### src/rtl/vga_fill_arbiter.sv
// -----------------------------------------------------------------------------
// vga_fill_arbiter
//
// Shares the framebuffer adapter's single plot port between CPU pixel writes
// and a hardware rectangle-fill engine. CPU writes have fixed top priority;
// the fill engine only issues a pixel on cycles where the CPU does not plot.
// All adapter-facing outputs are registered (one cycle from input to adapter).
//
// Ports:
//   clock        system clock, rising edge
//   reset        asynchronous active-high reset
//   cpu_wenable  CPU pixel write strobe
//   cpu_waddr    CPU pixel address, [6:0]=x, [13:7]=y
//   cpu_wdata    CPU pixel colour
//   fill_start   single-cycle fill request (honoured only when idle)
//   fill_x0/y0   rectangle top-left corner, inclusive
//   fill_x1/y1   rectangle bottom-right corner, inclusive
//   fill_colour  fill colour
//   fill_busy    high while a fill is in progress
//   fill_done    one-cycle pulse when a fill completes
//   plot         pixel write strobe to the adapter
//   x, y, colour pixel coordinates and colour to the adapter
// -----------------------------------------------------------------------------
module vga_fill_arbiter #(
    parameter int X_BITS      = 8,
    parameter int Y_BITS      = 7,
    parameter int COLOUR_BITS = 15,
    parameter int MAX_X       = 159,
    parameter int MAX_Y       = 119
) (
    input  logic                   clock,
    input  logic                   reset,
    input  logic                   cpu_wenable,
    input  logic [13:0]            cpu_waddr,
    input  logic [COLOUR_BITS-1:0] cpu_wdata,
    input  logic                   fill_start,
    input  logic [X_BITS-1:0]      fill_x0,
    input  logic [Y_BITS-1:0]      fill_y0,
    input  logic [X_BITS-1:0]      fill_x1,
    input  logic [Y_BITS-1:0]      fill_y1,
    input  logic [COLOUR_BITS-1:0] fill_colour,
    output logic                   fill_busy,
    output logic                   fill_done,
    output logic                   plot,
    output logic [X_BITS-1:0]      x,
    output logic [Y_BITS-1:0]      y,
    output logic [COLOUR_BITS-1:0] colour
);

    typedef enum logic [1:0] {
        IDLE = 2'd0,
        FILL = 2'd1,
        DONE = 2'd2
    } state_t;

    state_t                 state_r;
    logic [X_BITS-1:0]      x0_r;
    logic [X_BITS-1:0]      x1_r;
    logic [X_BITS-1:0]      cx_r;
    logic [Y_BITS-1:0]      y0_r;
    logic [Y_BITS-1:0]      y1_r;
    logic [Y_BITS-1:0]      cy_r;
    logic [COLOUR_BITS-1:0] fill_colour_r;

    logic [X_BITS-1:0]      clamp_x0_s;
    logic [X_BITS-1:0]      clamp_x1_s;
    logic [Y_BITS-1:0]      clamp_y0_s;
    logic [Y_BITS-1:0]      clamp_y1_s;
    logic                   empty_s;
    logic                   row_end_s;
    logic                   last_s;

    function automatic logic [X_BITS-1:0] clamp_x(input logic [X_BITS-1:0] v);
        if (v > X_BITS'(MAX_X)) begin
            return X_BITS'(MAX_X);
        end else begin
            return v;
        end
    endfunction

    function automatic logic [Y_BITS-1:0] clamp_y(input logic [Y_BITS-1:0] v);
        if (v > Y_BITS'(MAX_Y)) begin
            return Y_BITS'(MAX_Y);
        end else begin
            return v;
        end
    endfunction

    // Clamp the request at latch time so the cursor never leaves the screen.
    always_comb begin
        clamp_x0_s = clamp_x(fill_x0);
        clamp_x1_s = clamp_x(fill_x1);
        clamp_y0_s = clamp_y(fill_y0);
        clamp_y1_s = clamp_y(fill_y1);
        empty_s    = (clamp_x0_s > clamp_x1_s) || (clamp_y0_s > clamp_y1_s);
    end

    // Cursor position flags: end of the current row, and the final pixel.
    always_comb begin
        row_end_s = (cx_r == x1_r);
        last_s    = row_end_s && (cy_r == y1_r);
    end

    // Fill FSM, cursor and registered adapter outputs. The CPU pixel wins
    // every cycle it is present; the fill cursor simply holds on those cycles.
    always_ff @(posedge clock or posedge reset) begin
        if (reset) begin
            state_r       <= IDLE;
            x0_r          <= '0;
            x1_r          <= '0;
            cx_r          <= '0;
            y0_r          <= '0;
            y1_r          <= '0;
            cy_r          <= '0;
            fill_colour_r <= '0;
            fill_busy     <= 1'b0;
            fill_done     <= 1'b0;
            plot          <= 1'b0;
            x             <= '0;
            y             <= '0;
            colour        <= '0;
        end else begin
            // Strobes default low; x/y/colour hold unless a pixel is issued.
            plot      <= 1'b0;
            fill_done <= 1'b0;

            if (cpu_wenable) begin
                plot   <= 1'b1;
                x      <= X_BITS'(cpu_waddr[6:0]);   // CPU reaches x 0..127 only
                y      <= Y_BITS'(cpu_waddr[13:7]);
                colour <= cpu_wdata;
            end else begin
                plot <= 1'b0;
            end

            case (state_r)
                IDLE: begin
                    fill_busy <= 1'b0;
                    if (fill_start) begin
                        x0_r          <= clamp_x0_s;
                        x1_r          <= clamp_x1_s;
                        y0_r          <= clamp_y0_s;
                        y1_r          <= clamp_y1_s;
                        cx_r          <= clamp_x0_s;
                        cy_r          <= clamp_y0_s;
                        fill_colour_r <= fill_colour;
                        if (empty_s) begin
                            state_r <= DONE;
                        end else begin
                            state_r   <= FILL;
                            fill_busy <= 1'b1;
                        end
                    end else begin
                        state_r <= IDLE;
                    end
                end
                FILL: begin
                    // Requests arriving here are dropped, not queued.
                    if (!cpu_wenable) begin
                        plot   <= 1'b1;
                        x      <= cx_r;
                        y      <= cy_r;
                        colour <= fill_colour_r;
                        if (last_s) begin
                            state_r   <= DONE;
                            fill_busy <= 1'b0;
                        end else if (row_end_s) begin
                            cx_r <= x0_r;
                            cy_r <= cy_r + Y_BITS'(1);
                        end else begin
                            cx_r <= cx_r + X_BITS'(1);
                        end
                    end else begin
                        state_r <= FILL;
                    end
                end
                DONE: begin
                    fill_done <= 1'b1;
                    fill_busy <= 1'b0;
                    state_r   <= IDLE;
                end
                default: begin
                    fill_busy <= 1'b0;
                    state_r   <= IDLE;
                end
            endcase
        end
    end

endmodule

### config.mk
export PLATFORM = sky130hd
export DESIGN_NAME = vga_fill_arbiter
export DESIGN_NICKNAME = d
export VERILOG_FILES = /design/src/rtl/vga_fill_arbiter.sv
export SDC_FILE = /design/constraint.sdc
export NUM_CORES = 1
export LEC_CHECK = 0
export CAP_MARGIN = 10
export CORE_UTILIZATION = 24
export DETAILED_ROUTE_END_ITERATION = 8
export PLACE_DENSITY_LB_ADDON = 0.2
export SYNTH_ARGS = -nofsm -noshare
export SYNTH_HDL_FRONTEND = slang
export SYNTH_SLANG_ARGS = --single-unit
### constraint.sdc
create_clock -name clock -period 6.3 [get_ports clock]
set_input_delay 1.26 -clock clock [delete_from_list [all_inputs] [get_ports clock]]
set_output_delay 1.26 -clock clock [all_outputs]
set_load 0.02 [all_outputs]
Word-level counts from Yosys, hierarchy flattened
Cells that the tools add are included.

Register bits after elaboration: 88. Word-level logic and storage cells: 76. Input bits: 78. Output and inout bits: 33.

Equality and inequality tests: 10. Reduce and logical (&&, ||, !) cells: 8. Muxes and demuxes: 37. Order comparisons: 6. Add/subtract/negate cells: 2.

Operator list (number): $mux W8 (9); $mux W7 (9); $mux W15 (3); $gt A8 B8 Y1 const B (2); $pmux W8 S2 (1); $gt A7 B7 Y1 const B (2); $pmux W7 S2 (1); $ne A2 B2 Y1 const B (5); $add A8 B1 Y8 const B (1); $eq A8 B8 Y1 (1); $gt A8 B8 Y1 (1); $mux W1 (8); $mux W2 (4); $add A7 B1 Y7 const B (1); $eq A7 B7 Y1 (1); $gt A7 B7 Y1 (1); $reduce_and A5 Y1 (1); $pmux W2 S2 (1); $reduce_and A2 Y1 (2); $reduce_and A4 Y1 (1); $ne A3 B3 Y1 const B (1); $eq A2 B1 Y1 const B (1); $eq A2 B2 Y1 const B (1); $logic_not A2 Y1 (1); 4 further kinds (4).

Depth between registers and ports, before layout
Gate-level depths: netlist of the first run.

Word-level depth: 7. Depth in mapped cells: 9. Gate-level depth less buffers: 9.

Worst setup path after synthesis of the first run
OpenSTA, ideal clock, no wires.

Path kind: input to register. Start point: in fill_x0[6]. End point: reg state_r[0]. Library setup time: 0.101 ns. Buffers on the path: 0. Slack: 3.554 ns. Data arrival time: 2.645 ns. Required time: 6.199 ns. Stages: 7. Path through: o21a_1 > or2_2 > ha_1 > a21oi_1 > a21oi_1 > o22a_1 > o32ai_1.

Longest elaborated chain between the ends: 7.

RTL lines: from (decl) (line 37) `input logic [X_BITS-1:0] fill_x0,`; $gt A8 B8 Y1 (line 74) `if (v > X_BITS'(MAX_X)) begin`; $mux W8 (line 74); named net clamp_x0_s[3] (line 65) `logic [X_BITS-1:0] clamp_x0_s;`; $gt A8 B8 Y1 (line 95) `empty_s = (clamp_x0_s > clamp_x1_s) || (clamp_y0_s > clamp_y1_s);`; $logic_or A1 B1 Y1 (line 95); $mux W2 (line 147) `if (empty_s) begin`; $mux W2 (line 139) `if (fill_start) begin`; $pmux W2 S2 (line 136) `case (state_r)`; to (signal assigned) (line 148) `state_r <= DONE;`; to (signal assigned) (line 150) `state_r <= FILL;`; to (signal assigned) (line 154) `state_r <= IDLE;`; to (decl) (line 56) `state_t state_r;`.

The timed path passes the listed nets, and every way through them passes these cells. A chain may end at the register's enable or synchronous reset.

Worst setup path in the final report of the first run
Start point: in fill_x1[7]. End point: reg state_r[0].

Longest elaborated chain between the ends: 7.

RTL lines: from (decl) (line 39) `input logic [X_BITS-1:0] fill_x1,`; $gt A8 B8 Y1 (line 74); $mux W8 * (line 74); $gt A8 B8 Y1 * (line 95); $logic_or A1 B1 Y1 * (line 95); $mux W2 * (line 147); $mux W2 * (line 139); $pmux W2 S2 * (line 136).

Every way passes the cells marked *; elsewhere a longest branch is shown, timed or not.

==> flow_summary.toml, run 1 <==
[finish]
fill_cells = 2100
multi_input_area_um2 = 2390
design_area_um2 = 6430
num_antenna_cells = 0
nets = 699
final_util_pct = 32.9
area_growth_pct = 34.2
drive_above_1_share_pct = 7.70
seq_area_um2 = 2200

[power]
irDropWorstVdd_uv = 207
pwr_density_cell_nw_per_um2 = 431
p_leak_nw = 2.76

[critical_path]
worst_ep_arrival_time_ns = 3.36
cp-end-kind = "flop"
worstReg2RegEnd = "cx_r[7]$_DFFE_PP0P_"
crit_start = "fill_x1[7]"
reg2regPathDepth = 5
cp-endpoint = "state_r[0]$_DFFE_PP0P_"
worstSetupStartpointType = "input port"
crit_type = "in2reg"
crit_fanout = 5
regToRegStartpoint = "cx_r[2]$_DFFE_PP0P_"
rrSetupSlack_ns = 3.93
cp.required_ns = 6.55

[logic_synthesis]
syn_area_per_cell_um2 = 9.28
synth_seq_cells = 88
ys_warn_count = 0
synth_edf_count = 0
ys_seq_area_share_pct = 46.0
synth.largest_area_cell = "dfrtp_1"
ys_top_cells_by_area = "dfrtp_1, nand2_1, mux2i_1"
ys.flop_type = "dfrtp_1"
synth_top_area_share_pct = 46.0
synth_cell_types = 49
synth_most_common_cell = "nand2_1"
syn_area_um2 = 4790
syn_inst = 516
synthTopCellsByCount = "nand2_1, dfrtp_1, o21ai_0, mux2i_1, clkbuf_1"
syn-num-nets = 610
async_flop_share_pct = 100

[route]
wl_um = 13900
vias = 4016
antenna_left = 0
dr.pass1.iters = 4
wl_per_cell_um = 15.9
drc = 0
detail_route.vias_per_cell = 4.59
drt_iter0_drc = 204

[cts]
cts.hold.buffers_added = 0
root_buffer = "clkbuf_16"
cts_resized = 0
clock_sinks = 88
cts_buffer_depth = 2
post_cts_buffers = 0
clk_latency_ns = 0.35
clk_pin_slew_ns = 0.06
cts_buffers = 9
cts_tree = "built"
htreeDepth = 3

[hold_path]
hp-class = "reg2reg"

[job]
cap_viol_max_count = 0

[placed_design]
routabilityCongestion = 0.835
placed_area_um2 = 6100
dp.final_hpwl_um = 9930
dp_slack_ns = 2.83
port_buffers = 110

[timing]
holdWs_ns = 0.477
fmax_mhz = 321
period_share_pct = 49.4
fin_skew_ns = 0.00441
period_minus_slack_ns = 3.11
setup_viol = 0
setup_tns_ns = 0
slew_headroom_pct = 31.2
hold_viol_final = 0
rsz0062_at_grt = "no"
fin_ws_ns = 3.19
tightestPinTransition_ns = 1.03
maxSlewViolCount = 0

[floorplan]
core_area_um2 = 19500
die_h_um = 143
boundaryPins = 111
initial_core_util_pct = 24.5
fp-row-count = 51
dieArea_um2 = 20500
die_w_um = 143

[grt]
first_global_vias = 4257
grt_use_total_pct = 14.3
grt_max_degree = 65
grt-ovfl-total = 0
grt_pass1_wl_um = 22200
antenna_found_initial = 0

[status]
status = "completed"
## logic make-up (layout without fill, tap and decap cells)
| group | count (synthesis) | count (layout) | synth area share, % |
|---|---|---|---|
| XOR/XNOR | 21 | 21 | 4.00 |
| multiplexers | 38 | 38 | 8.59 |
| AND/OR/NAND/NOR | 192 | 192 | 18.4 |
| AO/OA/AOI/OAI | 112 | 112 | 14.6 |
| flip-flops | 88 | 88 | 46.0 |
| adder cells (fa/ha/maj) | 16 | 16 | 4.18 |
| buffers and inverters | 49 | 143 | 4.34 |
## worst min path at each step
stage                                       start                             to  cells past startpoint
floorplan                  state_r[0]$_DFFE_PP0P_            fill_done$_DFF_PP0_                      1
global placement    fill_colour_r[13]$_DFFE_PP0P_  fill_colour_r[13]$_DFFE_PP0P_                      2
detailed placement   fill_colour_r[6]$_DFFE_PP0P_   fill_colour_r[6]$_DFFE_PP0P_                      2
CTS                  fill_colour_r[6]$_DFFE_PP0P_   fill_colour_r[6]$_DFFE_PP0P_                      2
global route         fill_colour_r[3]$_DFFE_PP0P_   fill_colour_r[3]$_DFFE_PP0P_                      2
finish              fill_colour_r[11]$_DFFE_PP0P_  fill_colour_r[11]$_DFFE_PP0P_                      2
## routing by layer
metal	routed length, um	global-route usage, %	up-vias	share of wire [%]
li1	-	-	1969	-
met5	0	0	-	0
met1	5770	16.2	1923	42
met3	818	4.02	22	5.9
met4	328	5.71	0	2.4
met2	6970	25.1	102	50
## report_power, final
part | leakage [nW] | total [mW] | internal, mW | switching, mW
combinational | 1.54 | 1.17 | 0.534 | 0.639
clock | 0.152 | 0.584 | 0.358 | 0.227
sequential | 1.07 | 1.01 | 0.795 | 0.216
total | 2.76 | 2.77 | 1.69 | 1.08
## stage by stage
stage	cells	total power, mW
floorplan	516	1.80
global placement	859	2.19
detailed placement	859	2.21
CTS	875	2.82
global route	875	2.97
finish	875	2.77
## cell usage in the layout, fill, tap and decap left out, types with 3 or more instances in the layout
cell type	n
mux2i_1	28
o211ai_1	4
nand4_1	7
nand2_2	3
o31ai_1	6
xor2_1	11
mux2_2	5
clkdlybuf4s50_1	109
o21ai_0	51
ha_1	16
clkbuf_16	9
nand2_1	109
a41oi_1	4
nand3_1	15
a21oi_1	19
nor2b_1	4
nor3_1	12
and3_1	4
a21o_1	6
dfrtp_1	88
or2_2	5
and2_1	3
nor2_1	18
inv_1	11
mux2_4	5
buf_4	5
xnor2_1	9
a211oi_1	6
nand2b_1	6
## flip-flops by register name, indices dropped and copies added, names as in the netlist, 2 cells and up
signal	cells
cy_r	7
y1_r	7
cx_r	8
state_r	2
x1_r	8
x	8
colour	15
fill_colour_r	15
x0_r	8
y	7
## critical path, stage by stage
cell and delay [ns]:
clkdlybuf4s50_1 0.47, inv_1 0.09, nor2_1 0.24, nor2_1 0.12, ha_1 0.32, nor2b_1 0.14
o211ai_1 0.15, a21oi_1 0.11, o22a_1 0.21, o32ai_1 0.25
## area by class of cell
cell class                 instances  area share (%)
timing repair buffer             115            17.6
tap                              265            5.16
multi-input combinational        379            37.2
sequential                        88            34.3
inverter                          12           0.720
clock buffer                      11            3.78
clock inverter                     5            1.25
No activity file was read; power rests on OpenSTA's default activity.
==> inputs of run 2 (changes only) <==
Clock period 6.3 ns to 2.9 ns, I/O delays scaled along.
==> flow_summary.toml, run 2 (same netlist as run 1, synthesis figures left out) <==
[status]
status = "completed"

[floorplan]
initial_core_util_pct = 24.5
boundaryPins = 111
fp-row-count = 51
core_area_um2 = 19500
dieArea_um2 = 20500
die_h_um = 143
die_w_um = 143

[critical_path]
cp.required_ns = 3.15
rrSetupSlack_ns = 0.72
reg2regPathDepth = 5
critical_path.slowest_cell = "clkdlybuf4s50_1"
worstSetupStartpointType = "input port"
crit_type = "in2reg"
crit_path_max_incr_delay_ns = 0.54
cp-end-kind = "flop"
worstPathCellList = "clkdlybuf4s50_1 -> nand4_1 -> and2_1 -> ha_1 -> nand3_1 -> nor4b_1 -> a211oi_1 -> o32ai_1"
regToRegStartpoint = "cy_r[3]$_DFFE_PP0P_"
worstReg2RegEnd = "cx_r[4]$_DFFE_PP0P_"
worst_ep_arrival_time_ns = 2.73
crit_fanout = 4

[route]
detail_route.vias_per_cell = 4.60
wl_per_cell_um = 15.8
wl_met3_um = 774
dr.pass1.iters = 4
drc = 0
wl_um = 13900
antenna_left = 0
drt_iter0_drc = 155
met1Wirelength_um = 5880
vias = 4056
wl_met2_um = 6980
top_layer = "met5"

[cts]
cts_tree = "built"
cts_resized = 0
clk_latency_ns = 0.35
clk_pin_slew_ns = 0.07
clock_sinks = 88
cts.hold.buffers_added = 0
htreeDepth = 3
cts_buffer_depth = 2
cts_buffers = 9
post_cts_buffers = 0
root_buffer = "clkbuf_16"

[power]
pwr-share-seq_pct = 37.4
p_int_mw = 3.52
clkPwrFrac_pct = 19.2
pwr_density_cell_nw_per_um2 = 914
p_leak_nw = 2.78
pwr-share-comb_pct = 43.4
p_switching_mw = 2.38
irDropWorstVdd_uv = 418
switching_share_pct = 40.3

[placed_design]
port_buffers = 110
routabilityCongestion = 0.858
dp.final_hpwl_um = 10300

[grt]
grt-ovfl-total = 0
grt_pass1_wl_um = 22500
grt_use_total_pct = 14.4
grt_max_degree = 61
first_global_vias = 4215
antenna_found_initial = 1

[job]
cap_viol_max_count = 0

[hold_path]
hp-class = "reg2reg"
min_from = "fill_colour_r[6]$_DFFE_PP0P_"
hold-path-endpoint = "fill_colour_r[6]$_DFFE_PP0P_"
whs_path_depth = 2

[timing]
holdWs_ns = 0.479
rsz0062_at_grt = "no"
fmax_mhz = 404
period_share_pct = 85.5
slew_headroom_pct = 58.7
setup_viol = 0
tightestPinTransition_ns = 0.620
period_minus_slack_ns = 2.48
fin_skew_ns = 0.00809
setup_tns_ns = 0
hold_viol_final = 0
maxSlewViolCount = 0

[finish]
multi_input_area_um2 = 2390
nets = 705
num_antenna_cells = 0
final_cell_mix = "nand2_1, clkdlybuf4s50_1, dfrtp_1, o21ai_0, mux2i_1"
seq_area_um2 = 2200
biggestRegsByFlops = "colour: 15 flops, fill_colour_r: 15 flops"
fill_cells = 2059
area_growth_pct = 34.5
drive_above_1_share_pct = 8.77
[run 2: worst max path at each step]
stage / from / to / slack, ns / depth (start not counted)
finish: fill_y0[5] / state_r[0]$_DFFE_PP0P_ / 0.42 / 8
global route: fill_y0[5] / fill_busy$_DFFE_PP0P_ / 0.25 / 8
CTS: fill_y0[5] / state_r[0]$_DFFE_PP0P_ / 0.47 / 8
detailed placement: fill_y0[5] / state_r[0]$_DFFE_PP0P_ / 0.10 / 8
global placement: fill_x1[7] / state_r[0]$_DFFE_PP0P_ / 0.24 / 10
floorplan: reset / colour[0]$_DFF_PP0_ / 0.04 / 1
[run 2: power by group through the flow]
stage / Clock, mW / Sequential (mW) / Combinational (mW)
after global placement: 0 / 2.23 / 2.56
after floorplan: 0 / 2.19 / 1.73
after global routing: 1.22 / 2.28 / 2.84
final: 1.13 / 2.20 / 2.56
after detailed placement: 0 / 2.24 / 2.59
after CTS: 1.17 / 2.22 / 2.60
[run 2: per-stage QoR]
| step | cell area, um^2 | utilization, % | setup slack, ns | std cells | power (mW) |
|---|---|---|---|---|---|
| 4_1_cts | 6440 | 33.0 | 0.468 | 881 | 5.99 |
| 5_1_grt | 6440 | 33.0 | 0.252 | 881 | 6.34 |
| 2_1_floorplan | 4790 | - | 0.0414 | 516 | 3.92 |
| 3_5_place_dp | 6160 | 31.6 | 0.103 | 865 | 4.83 |
| 6_report | 6440 | 33.0 | 0.422 | 881 | 5.89 |
| 3_3_place_gp | 6160 | 31.6 | 0.239 | 865 | 4.79 |
[run 2: routing by layer]
metal | vias up | GRT usage (%)
li1 | 1969 | -
met1 | 1975 | 17.0
met2 | 88 | 25.0
met3 | 22 | 4.36
met4 | 2 | 4.54
met5 | - | 0
[run 2: cell type report]
| type | instances | area share, % |
|---|---|---|
| tap | 265 | 5.14 |
| clock inverter | 6 | 0.679 |
| multi-input combinational | 379 | 37.1 |
| sequential | 88 | 34.2 |
| inverter | 12 | 0.718 |
| clock buffer | 10 | 3.71 |
| timing repair buffer | 121 | 18.5 |
[run 2: worst max-delay path: cells and delay by family]
kind | cells | cell delay, ns
and+or+nand+nor | 4 | 0.88
buffers and inverters | 1 | 0.54
AOI/OAI and AO/OA | 2 | 0.42
adders and majority gates | 1 | 0.30
